<file path="config.mk">
export PLATFORM = sky130hd
export DESIGN_NAME = data_mem_arbiter
export DESIGN_NICKNAME = d
export VERILOG_FILES = /design/src/rtl/data_mem_arbiter.sv
export SDC_FILE = /design/constraint.sdc
export NUM_CORES = 1
export LEC_CHECK = 0
export ABC_AREA = 1
export CAP_MARGIN = 30
export CORE_MARGIN = 1.5
export CORE_UTILIZATION = 49
export DETAILED_ROUTE_END_ITERATION = 7
export GPL_TIMING_DRIVEN = 0
export MAX_ROUTING_LAYER = met4
export PLACE_DENSITY_LB_ADDON = 0.3
export SLEW_MARGIN = 20
export SYNTH_ARGS = -nofsm -noshare
export SYNTH_HDL_FRONTEND = slang
export SYNTH_SLANG_ARGS = --single-unit
</file>
<file path="constraint.sdc">
create_clock -name clk -period 2.49 [get_ports clk]
set_clock_uncertainty 0.05 [all_clocks]
set_input_delay 0.3735 -clock clk [delete_from_list [all_inputs] [get_ports clk]]
set_output_delay 0.3735 -clock clk [all_outputs]
set_load 0.1 [all_outputs]
</file>
<file path="src/rtl/data_mem_arbiter.sv">
// Arbitrates the single-port data memory between CPU loads/stores and the
// display scanout prefetch FIFO, with a starvation counter protecting the display.
module data_mem_arbiter #(
    parameter int FIFO_DEPTH   = 4,
    parameter int STARVE_LIMIT = 8,
    parameter int SCREEN_BASE  = 16384,
    parameter int SCREEN_WORDS = 8192
) (
    input  logic        clk,
    input  logic        reset,
    input  logic        cpu_req,
    input  logic        cpu_we,
    input  logic [14:0] cpu_adr,
    input  logic [15:0] cpu_din,
    output logic [15:0] cpu_dout,
    output logic        cpu_ack,
    output logic        mem_load,
    output logic [14:0] mem_adr,
    output logic [15:0] mem_din,
    input  logic [15:0] mem_dout,
    input  logic        frame_start,
    output logic [15:0] vid_word,
    output logic        vid_valid,
    input  logic        vid_ready,
    output logic        vid_underrun,
    output logic [1:0]  dbg_state
);

    localparam int AW = (FIFO_DEPTH > 1) ? $clog2(FIFO_DEPTH) : 1;
    localparam int CW = AW + 1;
    localparam int PW = $clog2(SCREEN_WORDS + 1);

    localparam logic [CW:0]   DEPTH_C = (CW + 1)'(FIFO_DEPTH);
    localparam logic [PW:0]   WORDS_C = (PW + 1)'(SCREEN_WORDS);
    localparam logic [PW-1:0] LAST_C  = PW'(SCREEN_WORDS - 1);
    localparam logic [PW-1:0] DONE_C  = PW'(SCREEN_WORDS);
    localparam logic [3:0]    LIMIT_C = 4'(STARVE_LIMIT);
    localparam logic [14:0]   BASE_C  = 15'(SCREEN_BASE);

    typedef enum logic [1:0] {
        IDLE = 2'd0,
        CPU  = 2'd1,
        VID  = 2'd2
    } state_t;

    state_t          state, state_nxt;
    logic [3:0]      starve_cnt, starve_nxt;
    logic [PW-1:0]   scan_ptr;
    logic [PW-1:0]   delivered;
    logic            active;
    logic [15:0]     fifo_mem [FIFO_DEPTH];
    logic [AW-1:0]   rd_ptr, wr_ptr;
    logic [CW-1:0]   fifo_count;
    logic [15:0]     cpu_dout_q;
    logic            cpu_ack_q;
    logic            underrun_q;

    logic            in_vid, cpu_pend, vid_pend, push, pop, underrun_cond;
    logic [CW:0]     fill_lvl;
    logic [PW:0]     ptr_lvl;

    assign in_vid   = (state == VID);
    // The fetch in flight counts against both FIFO space and remaining screen words.
    assign fill_lvl = {1'b0, fifo_count} + {{CW{1'b0}}, in_vid};
    assign ptr_lvl  = {1'b0, scan_ptr} + {{PW{1'b0}}, in_vid};

    assign cpu_pend = cpu_req & ~cpu_ack_q & (state != CPU);
    assign vid_pend = frame_start | (active & (fill_lvl < DEPTH_C) & (ptr_lvl < WORDS_C));

    // Video stream handshake: a word transfers on every clock edge where
    // vid_valid and vid_ready are both high; vid_word is stable until then.
    assign vid_valid = (fifo_count != '0);
    assign vid_word  = vid_valid ? fifo_mem[rd_ptr] : 16'h0000;
    assign push      = in_vid & ~frame_start;
    assign pop       = vid_valid & vid_ready & ~frame_start;

    assign underrun_cond = vid_ready & ~vid_valid & active & (delivered < DONE_C);

    assign cpu_dout     = cpu_dout_q;
    assign cpu_ack      = cpu_ack_q;
    assign vid_underrun = underrun_q;
    assign dbg_state    = state;

    always_comb begin
        state_nxt  = IDLE;
        starve_nxt = starve_cnt;
        if (vid_pend && (starve_cnt >= LIMIT_C)) begin
            state_nxt = VID;
        end else if (cpu_pend) begin
            state_nxt = CPU;
        end else if (vid_pend) begin
            state_nxt = VID;
        end
        if (frame_start || !vid_pend || (state_nxt == VID)) begin
            starve_nxt = 4'd0;
        end else if (starve_cnt != 4'hF) begin
            starve_nxt = starve_cnt + 4'd1;
        end
    end

    always_comb begin
        mem_load = 1'b0;
        mem_adr  = 15'd0;
        mem_din  = 16'h0000;
        case (state)
            CPU: begin
                mem_load = cpu_we;
                mem_adr  = cpu_adr;
                mem_din  = cpu_din;
            end
            VID: begin
                mem_adr = BASE_C + 15'(scan_ptr);
            end
            default: ;
        endcase
    end

    always_ff @(posedge clk) begin
        if (reset) begin
            state      <= IDLE;
            starve_cnt <= 4'd0;
            cpu_ack_q  <= 1'b0;
            cpu_dout_q <= 16'h0000;
            underrun_q <= 1'b0;
        end else begin
            state      <= state_nxt;
            starve_cnt <= starve_nxt;
            cpu_ack_q  <= (state == CPU);
            underrun_q <= underrun_cond;
            if ((state == CPU) && !cpu_we) begin
                cpu_dout_q <= mem_dout;
            end
        end
    end

    always_ff @(posedge clk) begin
        if (reset) begin
            scan_ptr   <= '0;
            delivered  <= '0;
            active     <= 1'b0;
            rd_ptr     <= '0;
            wr_ptr     <= '0;
            fifo_count <= '0;
        end else if (frame_start) begin
            scan_ptr   <= '0;
            delivered  <= '0;
            active     <= 1'b1;
            rd_ptr     <= '0;
            wr_ptr     <= '0;
            fifo_count <= '0;
        end else begin
            if (push) begin
                wr_ptr   <= wr_ptr + AW'(1);
                scan_ptr <= scan_ptr + PW'(1);
                if (scan_ptr == LAST_C) begin
                    active <= 1'b0;
                end
            end
            if (pop) begin
                rd_ptr    <= rd_ptr + AW'(1);
                delivered <= delivered + PW'(1);
            end
            if (push && !pop) begin
                fifo_count <= fifo_count + CW'(1);
            end else if (pop && !push) begin
                fifo_count <= fifo_count - CW'(1);
            end
        end
    end

    always_ff @(posedge clk) begin
        if (push) begin
            fifo_mem[wr_ptr] <= mem_dout;
        end
    end

endmodule

</file>
==> impl_metrics.csv, run 1 <==
group,metric,value,unit
status,status,"finished, final reports clean",
drt,vias,5037,
synth,synthAdderAreaFrac,2.777,%
clocking,hold_buffers,0,
pwr,power_density,723.5,nW/um^2
layout,finalNetCount,870,
critical_path,rrSetupSlack,0.24,ns
floorplanning,core_area,11370,um^2
synth,synth_top_cell_by_area,"edfxtp_1",
timing,min_period,2.432,ns
global_routing,grt_pass1_wl,24.48,mm
drt,ant_nets,0,
layout,num_antenna_cells,0,
drt,wl,15.02,mm
timing,setup_viol,0,
synth,syn_area,5678,um^2
clocking,cts_max_path_buffers,2,
pwr,ir_drop,0.5787,mV
floorplanning,start_util,49.94,%
clocking,tritoncts,"yes",
synth,synth_area_leaders,"edfxtp_1, dfxtp_1, nor2_1",
floorplanning,fp.dieH,110.6,um
synth,synthCells,662,
synth,synth_xor_xnor_area_share,1.080,%
pwr,fin_total_pwr,5.799,mW
timing,max_slew_margin,32.37,%
synth,synth_mux_area_share,0,%
placement,place.gp.congestion,0.8385,
synth,syn_area_per_cell,8.577,um^2
synth,yosys_warnings,0,
synth,synth_top_family_by_area,"simple AND/OR/NAND/NOR gates",
critical_path,start_kind,"register",
synth,synthSimpleGateAreaFrac,21.51,%
global_routing,gr-usage-all-layers,25.89,%
timing,slew_violations,0,
timing,tightest_slew,1.011,ns
clocking,cts_buffers,17,
layout,area_growth,41.16,%
clocking,htree_levels,4,
hold_path,hold_path_depth,2,
layout,drive_above_1_share,19.07,%
synth,synth_compound_area_share,12.16,%
critical_path,slowest_delay,0.57,ns
timing,timing.final.crit_share,97.67,%
clocking,clkSlewWorstSetupHoldPaths,0.05,ns
layout,final_cell_mix,"nor2_1, nand2_1, clkdlybuf4s50_1, o21ai_0, inv_1",
global_routing,grt_max_degree,17,
global_routing,grt_pass1_vias,5154,
critical_path,cp.arrival,2.01,ns
clocking,clk_latency,0.41,ns
clocking,cts_root_buf,"clkbuf_16",
timing,worst_slack,0.05790,ns
critical_path,crit_chain,"inv_1 -> ha_1 -> a21oi_2 -> clkdlybuf4s15_2",
drt,avgRoutedWirePerCell,15.63,um
placement,dp_hpwl,10.09,mm
hold_path,hp-class,"register to register",
timing,finalHoldViolCount,0,
placement,pre_cts_ws,-0.6093,ns
critical_path,worst-endpoint-required,2.07,ns
drt,drc,0,
hold_path,min_from,"rd_ptr[1]",
floorplanning,die-area,12240,um^2
critical_path,end_kind,"primary output",
critical_path,cp_slowest_cell,"clkdlybuf4s15_2",
synth,synth-seq-cells,126,
drt,first_iter_violations,332,
timing,fmax,411.2,MHz
floorplanning,rows,39,
synth,ys_types,28,
clocking,cts_sinks,126,
placement,numPortBuffers,121,
flow_run,maxCapViolations,0,
global_routing,antenna_found_initial,0,
synth,yosys.area.top_type_share,33.85,%
synth,ys_seq_area_share,55.71,%
critical_path,worst-path-max-fanout,6,
drt,post_drt_via_cell_ratio,5.241,
drt,dr.pass1.iters,5,
floorplanning,ios,122,
synth,syn_nets,727,
pwr,p_leak,3.066,nW
critical_path,regToRegStartpoint,"fifo_count[0]",
critical_path,critPathKind,"register to primary output",
critical_path,rr_endpoint,"fifo_count[2]",
global_routing,gr-total-overflow,0,
critical_path,worstRegToRegCells,11,
layout,final_common_cell,"nor2_1",
floorplanning,die_w,110.6,um
where the power goes:
group / total (mW) / switching, mW / internal [mW]
Combinational: 0.778 / 0.573 / 0.205
Clock: 2.79 / 0.882 / 1.91
Sequential: 2.23 / 0.0192 / 2.21
worst max-delay path by stage:
stage | start | end | slack (ns) | depth (start not counted)
detailed placement | fifo_count[0] | vid_word[8] | -0.61 | 6
CTS | register | vid_word[9] | -0.001 | 7
finish | dbg_state[0] | mem_adr[10] | 0.06 | 4
global placement | fifo_count[0] | vid_word[9] | -0.58 | 6
floorplan | dbg_state[0] | mem_adr[0] | 0.03 | 4
global route | register | vid_word[10] | -0.02 | 7
synthesized netlist by cell type:
cell type and number:
nand3_4 1, buf_4 1, o21ai_1 1, nand2_2 2, a21oi_1 68, clkinv_1 1
buf_2 10, ha_1 11, nor2_2 1, nand3_2 2, nor2_1 133, buf_6 2
nor3_1 8, fa_1 1, nand2_1 107, xor2_1 5, inv_1 66, nand2_4 1
nand3_1 16, edfxtp_1 64, nor2_4 7, clkbuf_1 13, nand4_1 6, xnor2_1 2
dfxtp_1 62, o21ai_0 69, inv_2 1, nor3_4 1
sequential cells by signal, indices dropped and copies added (netlist names), named ones only:
register	cells
active	1
fifo_mem	64
dbg_state	2
wr_ptr	2
cpu_dout	16
vid_underrun	1
cpu_ack	1
scan_ptr	14
fifo_count	3
rd_ptr	2
starve_cnt	4
delivered	14
final cells by class:
cell class,instances,area (um^2)
plain buffers,26,157.7
clock buffers,22,454.2
clock inverters,10,210.2
fillers,839,3354
inverters,68,260.3
multi-input cells,442,2435
flip-flops and latches,126,3171
well taps,143,178.9
repair buffers,124,1149
metal layers:
metal | vias up | global-route usage [%] | wire length (um)
met4 | 0 | 11.11 | 472
met5 | - | - | 0
met1 | 2337 | 29.19 | 6007
li1 | 2463 | - | -
met3 | 45 | 5.982 | 809
met2 | 192 | 44.16 | 7734
kinds of logic after synthesis:
family                   count (synthesis)
AO/OA/AOI/OAI                          138
XOR/XNOR                                 7
buffers and inverters                   94
flip-flops                             126
AND/OR/NAND/NOR                        285
adder cells (fa/ha/maj)                 12
worst max-delay path: cells and delay by family, from the launching register on:
kind	cells	cell delay [ns]
DFF	1	0.35
buffers and inverters	2	0.61
adders and majority gates	1	0.47
AOI/OAI and AO/OA	1	0.18
stage by stage:
| stage | setup TNS [ns] | util (%) | instance area (um^2) | instances | hold WS [ns] |
|---|---|---|---|---|---|
| 2_1_floorplan | 0 | - | 5984 | 662 | 0.3861 |
| 3_3_place_gp | -39.63 | 64.86 | 7375 | 926 | 0.4041 |
| 3_5_place_dp | -19.83 | 65.21 | 7415 | 928 | 0.4157 |
| 4_1_cts | -0.001372 | 69.89 | 7946 | 960 | 0.4269 |
| 5_1_grt | -0.03135 | 70.50 | 8015 | 961 | 0.4492 |
| 6_report | 0 | 70.50 | 8015 | 961 | 0.4231 |
what timing repair did:
action,4_1_cts,5_1_grt
resized for setup,272,30
setup buffers,0,1
setup endpoints to repair,49,33
(Power assumes the default switching activity.)
==> inputs of run 2 (changes only) <==
--- a/config.mk
+++ b/config.mk
@@ -7,7 +7,7 @@
 export LEC_CHECK = 0
 export ABC_AREA = 1
 export CAP_MARGIN = 30
-export CORE_MARGIN = 1.5
+export CORE_MARGIN = 3
 export CORE_UTILIZATION = 49
 export DETAILED_ROUTE_END_ITERATION = 7
 export GPL_TIMING_DRIVEN = 0
==> run 2 against run 1 <==
  * Total power is 4.6% lower
  * Clock power is 9.7% lower
  * Non-clock buffer count stayed put
  * Largest power group unchanged
  * Sequential share of layout area is 0.12 points higher
  * Critical path type unchanged
==> impl_metrics.csv, run 2 (same netlist as run 1, synthesis figures left out) <==
group,metric,value,unit
critical_path,crit_chain,"inv_1 -> ha_1 -> a21oi_2 -> clkdlybuf4s18_2",
critical_path,slowest_delay,0.56,ns
layout,postLayoutCellArea,7991,um^2
layout,drive_above_1_share,19.44,%
clocking,clkSlewWorstSetupHoldPaths,0.06,ns
floorplanning,die-area,12920,um^2
clocking,cts_root_buf,"clkbuf_16",
critical_path,cp.arrival,2.00,ns
timing,tns,0,ns
floorplanning,ios,122,
clocking,tritoncts,"yes",
global_routing,grt_pass1_wl,24.56,mm
layout,finalNetCount,870,
critical_path,critPathKind,"register to primary output",
pwr,p_leak,3.052,nW
pwr,fin_total_pwr,5.531,mW
critical_path,crit_cells,4,
timing,max_slew_margin,32.16,%
critical_path,path_delay_family,"buffers and inverters",
clocking,cts_max_path_buffers,2,
floorplanning,rows,38,
pwr,combPwrFrac,14.2,%
floorplanning,fp.dieH,113.6,um
clocking,cts_sinks,126,
critical_path,start_kind,"register",
timing,setup_viol,0,
critical_path,cp_slowest_cell,"clkdlybuf4s18_2",
global_routing,gr-total-overflow,0,
critical_path,worstRegToRegCells,11,
floorplanning,die_w,113.6,um
clocking,hold_buffers,0,
pwr,ir_drop,0.3964,mV
global_routing,grt_use_met1,28.24,%
clocking,clk_latency,0.42,ns
status,status,"finished, final reports clean",
pwr,p_seq_share,40.3,%
clocking,htree_levels,4,
critical_path,worst-path-max-fanout,6,
placement,pre_cts_ws,-0.5962,ns
layout,num_antenna_cells,0,
global_routing,antenna_found_initial,0,
timing,timing.final.crit_share,97.44,%
timing,min_period,2.426,ns
drt,dr.pass1.iters,5,
global_routing,met2_usage,43.11,%
layout,final_cell_mix,"nor2_1, nand2_1, clkdlybuf4s50_1, o21ai_0, inv_1",
drt,avgRoutedWirePerCell,15.89,um
global_routing,grt_pass1_vias,5144,
global_routing,grt_max_degree,17,
timing,fmax,412.2,MHz
floorplanning,start_util,51.25,%
drt,wl,15.22,mm
global_routing,grt_util_met3,4.828,%
drt,vias,5118,
pwr,switching_share,28.87,%
placement,dp_hpwl,10.50,mm
layout,largest_register,"fifo_mem",
hold_path,hp-class,"register to register",
timing,worst_slack,0.06385,ns
pwr,p_int,3.934,mW
placement,dpl_cell_area,7411,um^2
critical_path,path_buf_inv,2,
hold_path,hold_path_depth,2,
flow_run,maxCapViolations,0,
layout,final_common_cell,"nor2_1",
global_routing,gr-usage-all-layers,24.76,%
layout,area_growth,40.74,%
floorplanning,core_area,11080,um^2
critical_path,worst-endpoint-required,2.07,ns
timing,tightest_slew,1.014,ns
layout,largest_reg_flops,64,
pwr,clkPwrFrac,45.5,%
drt,post_drt_via_cell_ratio,5.342,
pwr,net-switching-power,1.597,mW
placement,place.gp.congestion,0.8371,
critical_path,end_kind,"primary output",
drt,first_iter_violations,399,
timing,finalHoldViolCount,0,
clocking,cts_buffers,17,
placement,numPortBuffers,121,
pwr,power_density,692.1,nW/um^2
drt,drc,0,
global_routing,grt-busiest-layer,"met2",
drt,ant_nets,0,
timing,slew_violations,0,
==> run 2: cell types whose count changed in the layout (fill, tap and decap cells not counted), sizes merged <==
| cell | before | now |
|---|---|---|
| clkdlybuf4s15 | 1 | 0 |
| clkinvlp | 2 | 1 |
| buf | 53 | 48 |
| inv | 67 | 75 |
| bufinv | 6 | 2 |
| clkinv | 3 | 5 |
| clkdlybuf4s18 | 0 | 1 |
==> run 2: area by class of cell <==
cell class / instances / area [um^2]
sequential: 126 / 3171
timing repair buffer: 124 / 1190
buffer: 26 / 160.2
clock inverter: 15 / 175.2
tap: 140 / 175.2
clock buffer: 17 / 425.4
multi-input combinational: 442 / 2435
fill: 803 / 3087
inverter: 68 / 260.3
==> run 2: repair_timing <==
item | in CTS | in global routing
endpoints found under the setup margin | 49 | 37
cloned | 0 | 0
buffers inserted | 0 | 1
endpoints found under the hold margin | 0 | 0
resized for setup | 258 | 56
==> run 2: worst min-delay path, delay by kind of cell (launching register included) <==
family	cells	cell delay, ns
buffers and inverters	1	0.06
DFF	1	0.30
AOI/OAI and AO/OA	1	0.08
==> run 2: final timing paths <==
kind / startpoint / endpoint / slack, ns
worst min register to register: rd_ptr[1] / register / 0.44
worst max-delay path: dbg_state[0] / mem_adr[10] / 0.06
worst max register to register: fifo_count[0] / fifo_count[2] / 0.22
worst min-delay path: rd_ptr[1] / register / 0.44
==> run 2: through the flow <==
| stage | utilization [%] | cells | hold slack (ns) |
|---|---|---|---|
| floorplan | - | 662 | 0.3861 |
| detailed placement | 66.90 | 925 | 0.4158 |
| global placement | 66.53 | 923 | 0.4032 |
| CTS | 71.43 | 957 | 0.4301 |
| global route | 72.14 | 958 | 0.4688 |
| finish | 72.14 | 958 | 0.4420 |
==> run 2: power groups by stage <==
stage,logic [mW],clock network [mW],registers (mW)
after floorplan,0.416,0,2.39
after global placement,0.763,0,2.27
after detailed placement,0.778,0,2.27
after CTS,0.773,2.54,2.23
after global routing,0.823,2.62,2.23
final,0.786,2.52,2.23
==> run 2: per-layer routing <==
layer	share of wire, %	vias to the layer above
li1	-	2455
met1	40	2418
met2	52	213
met3	6.0	32
met4	1.6	0
met5	0	-
==> inputs of run 3 (changes only) <==
--- a/config.mk
+++ b/config.mk
@@ -5,11 +5,12 @@
 export SDC_FILE = /design/constraint.sdc
 export NUM_CORES = 1
 export LEC_CHECK = 0
-export ABC_AREA = 1
 export CAP_MARGIN = 30
+export CORE_ASPECT_RATIO = 0.75
 export CORE_MARGIN = 3
 export CORE_UTILIZATION = 49
 export DETAILED_ROUTE_END_ITERATION = 7
+export GPL_ROUTABILITY_DRIVEN = 0
 export GPL_TIMING_DRIVEN = 0
 export MAX_ROUTING_LAYER = met4
 export PLACE_DENSITY_LB_ADDON = 0.3
==> run 3 against run 2 <==
  * Total power up 3.2%
  * Synthesized area fell by 4.3%
  * Worst setup slack gained 0.0020 ns
  * Clock power increased by 10%
  * Die area fell by 4.0%
  * First-iteration DRC count is 33% lower
  * Via count down 19%
  * Critical path type is now register to register
==> impl_metrics.csv, run 3 <==
group,metric,value,unit
drt,avgRoutedWirePerCell,18.60,um
critical_path,cp.arrival,2.71,ns
drt,wl,14.02,mm
pwr,ir_drop,0.5158,mV
timing,slew_violations,0,
critical_path,end_kind,"register",
synth,syn_area,5433,um^2
synth,synth_top_family_by_area,"simple AND/OR/NAND/NOR gates",
layout,largest_reg_flops,64,
layout,largest_register,"fifo_mem",
synth,synth_area_leaders,"edfxtp_1, dfxtp_1, mux4_2",
synth,syn_nets,527,
timing,tightest_slew,0.9935,ns
synth,ys_seq_area_share,58.22,%
global_routing,grt-busiest-layer,"met2",
timing,fmax,412.5,MHz
layout,area_growth,39.01,%
pwr,power_density,756.0,nW/um^2
synth,synthSimpleGateAreaFrac,19.21,%
floorplanning,start_util,51.59,%
timing,setup_viol,0,
pwr,p_leak,2.671,nW
layout,post-route-util,71.72,%
global_routing,grt_pass1_vias,4400,
drt,ant_nets,0,
synth,ys_types,49,
drt,dr.pass1.iters,4,
critical_path,start_kind,"register",
synth,synth_top_cell_by_area,"edfxtp_1",
global_routing,grt_use_met1,28.68,%
layout,final_common_cell,"clkdlybuf4s50_1",
floorplanning,ios,122,
timing,min_period,2.424,ns
clocking,hold_buffers,0,
clocking,htree_levels,4,
synth,synthCells,462,
drt,drc,0,
layout,finalNetCount,670,
global_routing,grt_pass1_wl,22.35,mm
floorplanning,rows,32,
clocking,clkSlewWorstSetupHoldPaths,0.05,ns
critical_path,worst-endpoint-required,2.77,ns
synth,synth_mux_area_share,7.370,%
hold_path,min_from,"cpu_dout[3]",
hold_path,hp-class,"register to register",
drt,post_drt_via_cell_ratio,5.508,
status,status,"finished, final reports clean",
synth,synth_xor_xnor_area_share,4.192,%
timing,finalHoldViolCount,0,
clocking,tritoncts,"yes",
synth,yosys_warnings,0,
timing,worst_slack,0.06583,ns
synth,syn_area_per_cell,11.76,um^2
flow_run,maxCapViolations,0,
floorplanning,die_w,127.6,um
global_routing,gr-usage-all-layers,24.04,%
critical_path,crit_start,"dbg_state[0]",
synth,synthAdderAreaFrac,2.902,%
global_routing,grt_util_met3,6.319,%
global_routing,antenna_found_initial,0,
placement,numPortBuffers,121,
synth,async_flop_share,0,%
synth,synth_ff_type,"edfxtp_1",
timing,timing.final.crit_share,97.36,%
timing,max_slew_margin,33.56,%
clocking,cts_sinks,126,
layout,drive_above_1_share,23.46,%
critical_path,regToRegStartpoint,"dbg_state[0]",
synth,synth-seq-cells,126,
synth,synth_compound_area_share,5.205,%
placement,dp_hpwl,9.185,mm
critical_path,worst-path-max-fanout,6,
floorplanning,fp.dieH,97.19,um
drt,vias,4153,
layout,final_cell_mix,"clkdlybuf4s50_1, edfxtp_1, dfxtp_1, nand2_1, nor2_1",
synth,synth_edf_count,64,
clocking,cts_root_buf,"clkbuf_16",
global_routing,met2_usage,38.62,%
critical_path,critPathKind,"register to register",
floorplanning,core_area,10530,um^2
placement,pre_cts_ws,-0.6355,ns
synth,yosys.area.top_type_share,35.38,%
layout,num_antenna_cells,0,
drt,first_iter_violations,268,
clocking,cts_buffers,17,
floorplanning,die-area,12400,um^2
global_routing,grt_max_degree,17,
global_routing,gr-total-overflow,0,
clocking,cts_max_path_buffers,2,
synth,ys_top_cells_by_count,"edfxtp_1, dfxtp_1, nor2_1, nand2_1, and2_1",
synth,synth.most_common_cell,"edfxtp_1",
clocking,clk_latency,0.42,ns
-- run 3: cell count changes in the layout (fill, tap and decap cells not counted), sizes merged, moves of 7 or more --
cell,delta
a21oi,-45
a22oi,+14
and2,+38
buf,-7
inv,-61
mux4,+16
nand2,-67
nor2,-84
nor4,+8
o21ai,-68
xnor2,+15
-- run 3: layout make-up --
| type | count | area [um^2] |
|---|---|---|
| flip-flops and latches | 126 | 3171 |
| fillers | 711 | 2978 |
| multi-input cells | 298 | 2230 |
| repair buffers | 124 | 1116 |
| clock buffers | 17 | 425.4 |
| clock inverters | 15 | 244.0 |
| well taps | 136 | 170.2 |
| plain buffers | 24 | 143.9 |
| inverters | 14 | 52.55 |
-- run 3: repair_timing --
| action | CTS | global route |
|---|---|---|
| gates resized for setup | 283 | 18 |
| endpoints found under the hold margin | 0 | 0 |
| setup buffers | 1 | 2 |
| pin swaps | 1 | 0 |
| endpoints found under the setup margin | 50 | 25 |
-- run 3: stage by stage --
step / cell area (um^2) / total power, mW / instances / hold slack, ns / setup TNS, ns
floorplan: 5555 / 2.737 / 462 / 0.3797 / 0
global placement: 6937 / 2.957 / 719 / 0.3874 / -24.64
detailed placement: 6937 / 2.969 / 719 / 0.4036 / -28.38
CTS: 7477 / 5.720 / 752 / 0.4130 / 0
global route: 7552 / 5.844 / 754 / 0.4248 / -0.01016
finish: 7552 / 5.709 / 754 / 0.4135 / 0
-- run 3: critical path: stages, from the launching register on --
cell and delay, ns:
dfxtp_4 0.34, inv_1 0.05, ha_2 0.26, nor2b_2 0.29, ha_1 0.22, inv_1 0.06, fa_1 0.38, xor2_1 0.17
or3_1 0.32, a21oi_1 0.19
-- run 3: final timing paths --
path              cells after the start  slack (ns)       endpoint
hold reg to reg                       2        0.41    cpu_dout[3]
setup / recovery                      9        0.07  fifo_count[2]
setup reg to reg                      9        0.07  fifo_count[2]
hold / removal                        2        0.41    cpu_dout[3]
-- run 3: power breakdown --
group	switching, mW	internal (mW)	total [mW]
Clock	0.912	1.87	2.78
Combinational	0.500	0.205	0.706
Sequential	0.0156	2.20	2.22
Total	1.43	4.28	5.71
-- run 3: kinds of logic (layout without fill, tap and decap cells) --
group / count (synthesis) / in the layout
flops: 126 / 126
mux: 20 / 20
simple gates: 195 / 195
fa+ha+maj: 12 / 12
compound gates: 45 / 45
xor+xnor: 26 / 26
buf+inv: 38 / 194
-- run 3: layer usage --
metal	wire length [um]	part of all wire [%]	vias up
met3	869	6.2	32
met4	282	2.0	0
met2	7188	51	178
li1	-	-	1922
met1	5682	41	2021
met5	0	0	-
